==> config.mk <==
export PLATFORM = sky130hd
export DESIGN_NAME = regfile_write_buffer
export DESIGN_NICKNAME = d
export VERILOG_FILES = /design/src/rtl/regfile_write_buffer_pkg.sv /design/src/rtl/regfile_write_buffer_bypass.sv /design/src/rtl/regfile_write_buffer.sv
export SDC_FILE = /design/constraint.sdc
export NUM_CORES = 1
export LEC_CHECK = 0
export CAP_MARGIN = 20
export CORE_MARGIN = 2
export CORE_UTILIZATION = 52
export CTS_CLUSTER_SIZE = 28
export DETAILED_ROUTE_END_ITERATION = 6
export GPL_ROUTABILITY_DRIVEN = 0
export PLACE_DENSITY = 0.79
export RECOVER_POWER = 25
export SLEW_MARGIN = 20
export SYNTH_ARGS = -nofsm -noshare
export SYNTH_HDL_FRONTEND = slang
export SYNTH_SLANG_ARGS = --single-unit
==> constraint.sdc <==
create_clock -name clk -period 4.9 [get_ports clk]
set_clock_uncertainty 0.05 [all_clocks]
set_input_delay 0.735 -clock clk [delete_from_list [all_inputs] [get_ports clk]]
set_output_delay 0.735 -clock clk [all_outputs]
set_load 0.05 [all_outputs]
==> src/rtl/regfile_write_buffer_pkg.sv <==
// ============================================================================
// regfile_write_buffer_pkg : shared widths and buffer entry type
// Revision: 1.0
// ============================================================================
`default_nettype none

package regfile_write_buffer_pkg;

  localparam int ADDR_W   = 5;
  localparam int DATA_W   = 32;
  localparam int NUM_REGS = 32;

  typedef struct packed {
    logic              valid;
    logic [ADDR_W-1:0] adrx;
    logic [DATA_W-1:0] data;
  } wb_entry_t;

endpackage

`default_nettype wire

==> src/rtl/regfile_write_buffer_bypass.sv <==
// ============================================================================
// wb_bypass_match : finds the youngest valid buffer entry matching a read address
// Revision: 1.0
// ============================================================================
`default_nettype none

module wb_bypass_match #(
  parameter int DEPTH  = 4,
  parameter int ADDR_W = regfile_write_buffer_pkg::ADDR_W,
  parameter int DATA_W = regfile_write_buffer_pkg::DATA_W
) (
  input  logic [ADDR_W-1:0]        rd_adrx,
  input  logic [DEPTH-1:0]         entry_valid,
  input  logic [ADDR_W-1:0]        entry_adrx [DEPTH],
  input  logic [DATA_W-1:0]        entry_data [DEPTH],
  input  logic [$clog2(DEPTH)-1:0] head,
  output logic                     hit,
  output logic [DATA_W-1:0]        data
);

  localparam int PTR_W = $clog2(DEPTH);

  logic [PTR_W-1:0] w_idx;

  // Walk oldest to youngest from the head so the last match seen is the newest.
  always_comb begin
    hit   = 1'b0;
    data  = '0;
    w_idx = head;
    for (int k = 0; k < DEPTH; k++) begin
      w_idx = head + PTR_W'(k);
      if (entry_valid[w_idx] && (entry_adrx[w_idx] == rd_adrx)) begin
        hit  = 1'b1;
        data = entry_data[w_idx];
      end
    end
  end

endmodule

`default_nettype wire

==> src/rtl/regfile_write_buffer.sv <==
// ============================================================================
// regfile_write_buffer : in-order write queue ahead of the register file write
//                        port, with read bypass for both read ports
// Revision: 1.0
// ============================================================================
`default_nettype none

module regfile_write_buffer #(
  parameter int DEPTH        = 4,
  parameter int DATA_W       = regfile_write_buffer_pkg::DATA_W,
  parameter int ADDR_W       = regfile_write_buffer_pkg::ADDR_W,
  parameter int ZERO_DISCARD = 1
) (
  input  logic                     clk,
  input  logic                     rst_n,
  input  logic                     inValid,
  output logic                     inReady,
  input  logic [ADDR_W-1:0]        inAdrx,
  input  logic [DATA_W-1:0]        inData,
  input  logic                     stall,
  output logic                     writeEn,
  output logic [ADDR_W-1:0]        writeAdrx,
  output logic [DATA_W-1:0]        writeData,
  input  logic [ADDR_W-1:0]        rdAdrx0,
  input  logic [ADDR_W-1:0]        rdAdrx1,
  output logic                     hit0,
  output logic                     hit1,
  output logic [DATA_W-1:0]        bypassData0,
  output logic [DATA_W-1:0]        bypassData1,
  output logic [$clog2(DEPTH):0]   count,
  output logic                     full,
  output logic                     empty
);

  localparam int PTR_W = $clog2(DEPTH);
  localparam int CNT_W = PTR_W + 1;

  typedef struct packed {
    logic              valid;
    logic [ADDR_W-1:0] adrx;
    logic [DATA_W-1:0] data;
  } entry_t;

  entry_t           r_entries [DEPTH];
  logic [PTR_W-1:0] r_head;
  logic [PTR_W-1:0] r_tail;
  logic [CNT_W-1:0] r_count;

  logic              w_push;
  logic              w_pop;
  logic              w_zero_drop;
  entry_t            w_head_entry;
  logic [DEPTH-1:0]  w_valid;
  logic [ADDR_W-1:0] w_adrx [DEPTH];
  logic [DATA_W-1:0] w_data [DEPTH];

  assign empty   = (r_count == '0);
  assign full    = (r_count == CNT_W'(DEPTH));
  assign count   = r_count;
  // Push is blocked when full even if a pop happens, keeping inReady registered.
  assign inReady = !full;

  assign w_zero_drop = (ZERO_DISCARD != 0) && (inAdrx == '0);
  assign w_push      = inValid && inReady && !w_zero_drop;
  assign w_pop       = !empty && !stall;

  assign w_head_entry = r_entries[r_head];
  assign writeEn      = w_pop;
  assign writeAdrx    = w_head_entry.valid ? w_head_entry.adrx : '0;
  assign writeData    = w_head_entry.valid ? w_head_entry.data : '0;

  always_ff @(posedge clk or negedge rst_n) begin
    if (!rst_n) begin
      r_head  <= '0;
      r_tail  <= '0;
      r_count <= '0;
      for (int i = 0; i < DEPTH; i++) begin
        r_entries[i] <= '0;
      end
    end else begin
      if (w_pop) begin
        r_entries[r_head].valid <= 1'b0;
        r_head                  <= r_head + PTR_W'(1);
      end
      if (w_push) begin
        r_entries[r_tail] <= '{valid: 1'b1, adrx: inAdrx, data: inData};
        r_tail            <= r_tail + PTR_W'(1);
      end
      case ({w_push, w_pop})
        2'b10:   r_count <= r_count + CNT_W'(1);
        2'b01:   r_count <= r_count - CNT_W'(1);
        default: r_count <= r_count;
      endcase
    end
  end

  generate
    for (genvar g = 0; g < DEPTH; g++) begin : g_unpack
      assign w_valid[g] = r_entries[g].valid;
      assign w_adrx[g]  = r_entries[g].adrx;
      assign w_data[g]  = r_entries[g].data;
    end
  endgenerate

  wb_bypass_match #(
    .DEPTH  (DEPTH),
    .ADDR_W (ADDR_W),
    .DATA_W (DATA_W)
  ) u_match0 (
    .rd_adrx     (rdAdrx0),
    .entry_valid (w_valid),
    .entry_adrx  (w_adrx),
    .entry_data  (w_data),
    .head        (r_head),
    .hit         (hit0),
    .data        (bypassData0)
  );

  wb_bypass_match #(
    .DEPTH  (DEPTH),
    .ADDR_W (ADDR_W),
    .DATA_W (DATA_W)
  ) u_match1 (
    .rd_adrx     (rdAdrx1),
    .entry_valid (w_valid),
    .entry_adrx  (w_adrx),
    .entry_data  (w_data),
    .head        (r_head),
    .hit         (hit1),
    .data        (bypassData1)
  );

endmodule

`default_nettype wire

### Word level (Yosys, flattened, before mapping)

Index checks and enable logic that the tools add are counted.

| word-level totals | value |
|---|---|
| input port bits | 51 |
| output and inout bits | 110 |
| flip-flop bits (word level) | 159 |
| logic and storage cells | 130 |

| operators by class | value |
|---|---|
| magnitude comparators | 11 |
| reduce and logical (&&, ||, !) cells | 20 |
| multiplexer cells | 62 |
| eq/ne operators | 11 |
| bitwise gates (word level) | 5 |
| add/sub/neg operators | 6 |

Operator list:

| cell | number |
|---|---|
| $mux 32 | 17 |
| $bwmux 152 | 2 |
| $mux 152 | 2 |
| $bmux 32 s2 | 4 |
| $demux 38 s2 | 2 |
| $mux 38 | 4 |
| $bmux 38 s2 | 1 |
| $mux 5 | 9 |
| $bmux 5 s2 | 4 |
| $eq 5x5->1 | 8 |
| $ge 3x3->1 const B | 5 |
| $not 2->3 | 5 |
| $logic_and 1x1->1 | 13 |
| $lt 2x3->1 const B | 4 |
| $mux 1 | 12 |
| $bmux 1 s2 | 4 |
| $lt 3x1->1 const B | 2 |
| $pmux 3 s2 | 1 |
| $logic_not 5->1 | 1 |
| $add 2x1->2 const B | 2 |
| $add 2x2->2 const B | 2 |
| $logic_not 1->1 | 4 |
| $add 3x1->3 const B | 1 |
| $eq 3x3->1 const B | 1 |
| other kinds (5) | 5 |

### Depth between registers and ports, before layout

| depth | value |
|---|---|
| word-level depth | 10 |
| gate-level depth with buffers | 18 |
| gate-level depth less buffers | 10 |

### Cells and area by module

Synthesis repeated with hierarchy kept, for this count alone.

| unflattened totals | value |
|---|---|
| cell total of the unflattened synthesis | 1528 |
| area, all modules | 16654.7 um^2 |

By module, submodules not included:

| module | sequential area each (um^2) | area an instance (um^2) | cells each | instances |
|---|---|---|---|---|
| wb_bypass_match | 0.0 | 4494.3 | 531 | 2 |
| regfile_write_buffer | 3978.8 | 7666.1 | 466 | 1 |

### Worst setup path before layout

OpenSTA, ideal clock, no wires.

| path | value |
|---|---|
| kind | flip-flop to output port |
| start point | reg r_head[0] |
| end point | out bypassData1[31] |
| setup slack | -0.707 ns |
| cell stages (with the launch flop) | 18 |
| path buffers | 9 |
| arrival | 4.822 ns |
| data required time | 4.115 ns |
| path through | dfrtp_1 -> buf_6 -> buf_6 -> buf_2 -> buf_2 -> buf_1 -> inv_1 -> ha_1 -> buf_6 -> buf_6 -> mux4_2 -> xor2_1 -> nor4_2 -> and2_1 -> buf_2 -> buf_4 -> a221oi_1 -> o31ai_1 |

| between the ends | value |
|---|---|
| elaborated cells on any way between the ends | 51 |
| those cells by class | 3 x add/sub; 4 x eq/ne; 36 x mux; 4 x bitwise; 4 x reduce/logical |

RTL lines:

| item | line | source |
|---|---|---|
| start, declared | regfile_write_buffer.sv:45 | `logic [PTR_W-1:0] r_head;` |
| start signal, assigned | regfile_write_buffer.sv:83 | `r_head <= r_head + PTR_W'(1);` |
| $add 2x2->2 * | - |  |
| via u_match0.w_idx[0] | regfile_write_buffer_bypass.sv:23 | `logic [PTR_W-1:0] w_idx;` |
| $not 2->3 (implied by the code) | regfile_write_buffer_bypass.sv:32, regfile_write_buffer_bypass.sv:34 |  |
| $bmux 5 s2 | regfile_write_buffer_bypass.sv:32 | `if (entry_valid[w_idx] && (entry_adrx[w_idx] == rd_adrx)) begin` |
| $mux 5 (implied by the code) (2 in a row) | regfile_write_buffer_bypass.sv:32 |  |
| $eq 5x5->1 | regfile_write_buffer_bypass.sv:32 |  |
| $logic_and 1x1->1 | regfile_write_buffer_bypass.sv:32 |  |
| $mux 32 * | regfile_write_buffer_bypass.sv:32 |  |
| end, declared | regfile_write_buffer.sv:29 | `output logic [DATA_W-1:0] bypassData1,` |

The timed path passes the listed nets; every way through them passes the cells marked *. The select of a mux whose other input is x is not followed.

### Final worst setup path

| path | value |
|---|---|
| start point | reg r_head[1] |
| end point | out bypassData1[0] |

| between the ends | value |
|---|---|
| word-level cells in the longest chain between the ends | 10 |
| elaborated cells on any way between the ends | 51 |
| those cells by class | 3 x add/sub; 4 x eq/ne; 36 x mux; 4 x bitwise; 4 x reduce/logical |

RTL lines:

| item | line |
|---|---|
| $add 2x1->2 / $not 2->3 (equally long branches) | regfile_write_buffer_bypass.sv:31, regfile_write_buffer_bypass.sv:32, regfile_write_buffer_bypass.sv:34 |
| $not 2->3 (implied by the code) / $bmux 5 s2 (equally long branches) | regfile_write_buffer_bypass.sv:32, regfile_write_buffer_bypass.sv:34 |
| $bmux 5 s2 / $mux 5 (equally long branches) | regfile_write_buffer_bypass.sv:32 |
| $mux 5 (implied by the code) | regfile_write_buffer_bypass.sv:32 |
| $mux 5 (implied by the code) / $eq 5x5->1 (equally long branches) | regfile_write_buffer_bypass.sv:32 |
| $eq 5x5->1 / $logic_and 1x1->1 (equally long branches) | regfile_write_buffer_bypass.sv:32 |
| $logic_and 1x1->1 / $mux 32 (equally long branches) | regfile_write_buffer_bypass.sv:32 |
| $mux 32 (2 in a row) | regfile_write_buffer_bypass.sv:32 |
| $mux 32 * | regfile_write_buffer_bypass.sv:32 |

Every way passes the cells marked *; elsewhere a longest branch is shown, timed or not. The select of a mux whose other input is x is not followed.

==> results.md <==
* Crit path kind: reg -> out
* Syn_nets at 1030
* Drt initial violations at 759
* DRT Wirelength at 33500 um
* Initial Util at 0.529
* Via count at 9652
* CP Cell Sequence: inv_1 > ha_4 > mux4_2 > xor2_1 > nor4_4 > and2_1 > buf_12 > a221oi_1 > o31ai_2 > buf_12
* Worst-Skew Late Latency at 0.43 ns
* CP max-delay cell: mux4_2
* IO Count at 161
* Crit Path Max Fanout at 32
* Post-Synthesis Cells at 969
* Hold Crit Class: reg -> reg
* DR vias/cell at 6.80
* Failing checks: max-capacitance violations, max-slew violations
* Die footprint at 25100 um^2
* Fraction of layout cells with a size suffix above 1 at 0.453
* Maxcap violations at 1
* #FFs+latches synth at 159
* Setup TNS at 0 ns
* CTS Root Cell: clkbuf_16
* CP dominant cell by count: buf_12
* Fmax achieved at 0.213 GHz
* Largest net degree at the start of global routing at 127
* Chip Height at 159 um
* Worst-Margin Slew at 3.14 ns
* First-pass GRT wire length at 53100 um
* Drt wl/cell at 23.6 um
* Slew headroom at -1.09
* Crit path DAT at 3.92 ns
* Startpoint Class: flop
* Yosys cell types at 43
* Hold Vio Cnt, Final at 0
* CTS clock-pin slew for the worst setup and hold paths at 0.06 ns
* I/O Buffers at 160
* H-tree Lvls at 4
* # rows at 56
* Fin crit period at 4.70 ns
* Sequential area share after synthesis at 0.320
* Total gr overflow at 0
* RSZ-0062 raised after global routing: no
* Synthesis-to-finish area growth at 26.5%
* CTS tree: built
* CTS max path bufs at 2
* Die W at 159 um
* Worst EP required at 4.12 ns
* Initial antenna violation count at 1
* Routed Antenna Nets at 0
* CTS Buf Count at 17
* CTS sink count at 159
* Core box area at 23500 um^2
* Synth warn at 0
* Fin crit share at 0.960
* Synth Cell Area at 12400 um^2
* Setup crit end kind: output pin
* Nets at 1149
* DRC Markers at 0
* Final count of negative-setup-slack endpoints at 0
* Syn Area/Cell at 12.8 um^2
* Number of global-route vias before repair at 9688
* Outcome: finished, violations left
* DRT Pass-1 Iters at 5
* Final Max Slew Viols at 61
* DP HPWL at 23000 um
* GRT Overall Usage at 0.275
* Critical Path Max Stage Delay at 0.56 ns
==> cell usage in the layout (no fill, tap or decap), types with 4 or more instances in the layout <==
cell type          n
dfrtp_1          157
mux4_2           150
mux2_2           148
nand2_1          109
clkdlybuf4s50_1   93
buf_12            72
and2_1            39
nor2_1            35
a221oi_1          32
o31ai_2           32
mux2i_1           29
xnor2_1           27
buf_4             24
o221ai_2          19
xor2_1            18
clkbuf_16         17
inv_1              9
o221ai_1           9
ha_1               8
or3_1              5
clkinv_2           5
nand2_2            4
clkinv_4           4
==> area by class of cell <==
type	count	area, um^2
antenna	1	2.50
sequential	159	3990
timing repair buffer	194	2590
clock buffer	17	425
fill	1654	7770
clock inverter	14	121
tap	319	399
multi-input combinational	707	8140
inverter	9	33.8
==> cell families (layout without fill, tap and decap cells) <==
family | Yosys count | after routing | synth area share
other | 0 | 1 | 0
multiplexers | 330 | 330 | 0.435
flip-flops | 159 | 159 | 0.320
buffers and inverters | 103 | 234 | 0.0437
AO/OA/AOI/OAI | 107 | 107 | 0.0801
XOR/XNOR | 45 | 45 | 0.0317
AND/OR/NAND/NOR | 215 | 215 | 0.0789
adder cells (fa/ha/maj) | 10 | 10 | 0.0107
==> worst max-delay path: cells and delay by family (launching register included) <==
family / cells / cell delay (ns)
buffers and inverters: 3 / 0.58
and+or+nand+nor: 2 / 0.60
adders and majority gates: 1 / 0.42
muxes: 1 / 0.56
DFF: 1 / 0.55
xor gates and xnor gates: 1 / 0.19
AOI/OAI and AO/OA: 2 / 0.59
==> stage by stage <==
| step | setup WS, ns | hold slack (ns) | instances | utilization | instance area (um^2) |
|---|---|---|---|---|---|
| after floorplan | 0.0339 | 0.389 | 969 | - | 12600 |
| after global placement | 0.683 | 0.460 | 1384 | 0.644 | 15100 |
| after detailed placement | 0.571 | 0.463 | 1384 | 0.644 | 15100 |
| after CTS | 0.100 | 0.242 | 1415 | 0.667 | 15700 |
| after global routing | 0.0752 | 0.502 | 1420 | 0.669 | 15700 |
| final | 0.197 | 0.470 | 1420 | 0.669 | 15700 |
==> worst paths after layout <==
kind,from,endpoint,slack [ns],depth (start not counted)
min reg2reg,count[2]$_DFFE_PN0P_,count[2]$_DFFE_PN0P_,0.47,1
min in group asynchronous,rst_n,count[2]$_DFFE_PN0P_,1.28,1
max reg2reg,count[1]$_DFFE_PN0P_,r_entries[118]$_DFFE_PN0P_,2.46,6
max,r_head[1]$_DFFE_PN0N_,bypassData1[0],0.20,10
min,count[2]$_DFFE_PN0P_,count[2]$_DFFE_PN0P_,0.47,1
max in group asynchronous,rst_n,r_entries[20]$_DFFE_PN0P_,1.03,2
==> synthesized netlist by cell type (all sizes together) <==
library cell	n	share of area
a211oi	4	0.0028
a21oi	3	0.0012
a221oi	32	0.023
and2	39	0.020
and3	3	0.0015
buf	58	0.030
clkbuf	36	0.011
dfrtp	159	0.32
fa	1	0.0016
ha	9	0.0091
inv	9	0.0027
mux2	148	0.13
mux2i	30	0.024
mux4	152	0.28
nand2	113	0.034
nand3	2	0.00081
nand3b	3	0.0018
nand4	3	0.0015
nor2	37	0.011
nor3	2	0.00081
nor4	4	0.0025
o211ai	2	0.0023
o21ai	2	0.00081
o221ai	28	0.025
o311a	1	0.00081
o31ai	35	0.025
or2	2	0.0010
or3	5	0.0025
or4	2	0.0012
xnor2	27	0.019
xor2	18	0.013
==> metal layers <==
metal | track usage | wire length [um] | vias to the layer above | share of wire
met5 | 0 | 0 | - | 0
met4 | 0.114 | 1250 | 0 | 0.037
met3 | 0.0523 | 2490 | 93 | 0.074
met2 | 0.458 | 16900 | 507 | 0.51
met1 | 0.357 | 12800 | 5002 | 0.38
li1 | - | - | 4050 | -
==> registers in the layout (all words and copies together) (netlist names) <==
register,cells
count,3
r_entries,152
r_head,2
r_tail,2
==> timing repair <==
item | 4_1_cts | 5_1_grt
endpoints found under the hold margin | 0 | 0
setup endpoints to repair | 0 | 24
hold buffers | 0 | 0
resized for setup | 0 | 6
setup buffers | 0 | 4
Power is not shown: default switching activity piles up to over one toggle a cycle in this logic, so the estimate is an artifact.
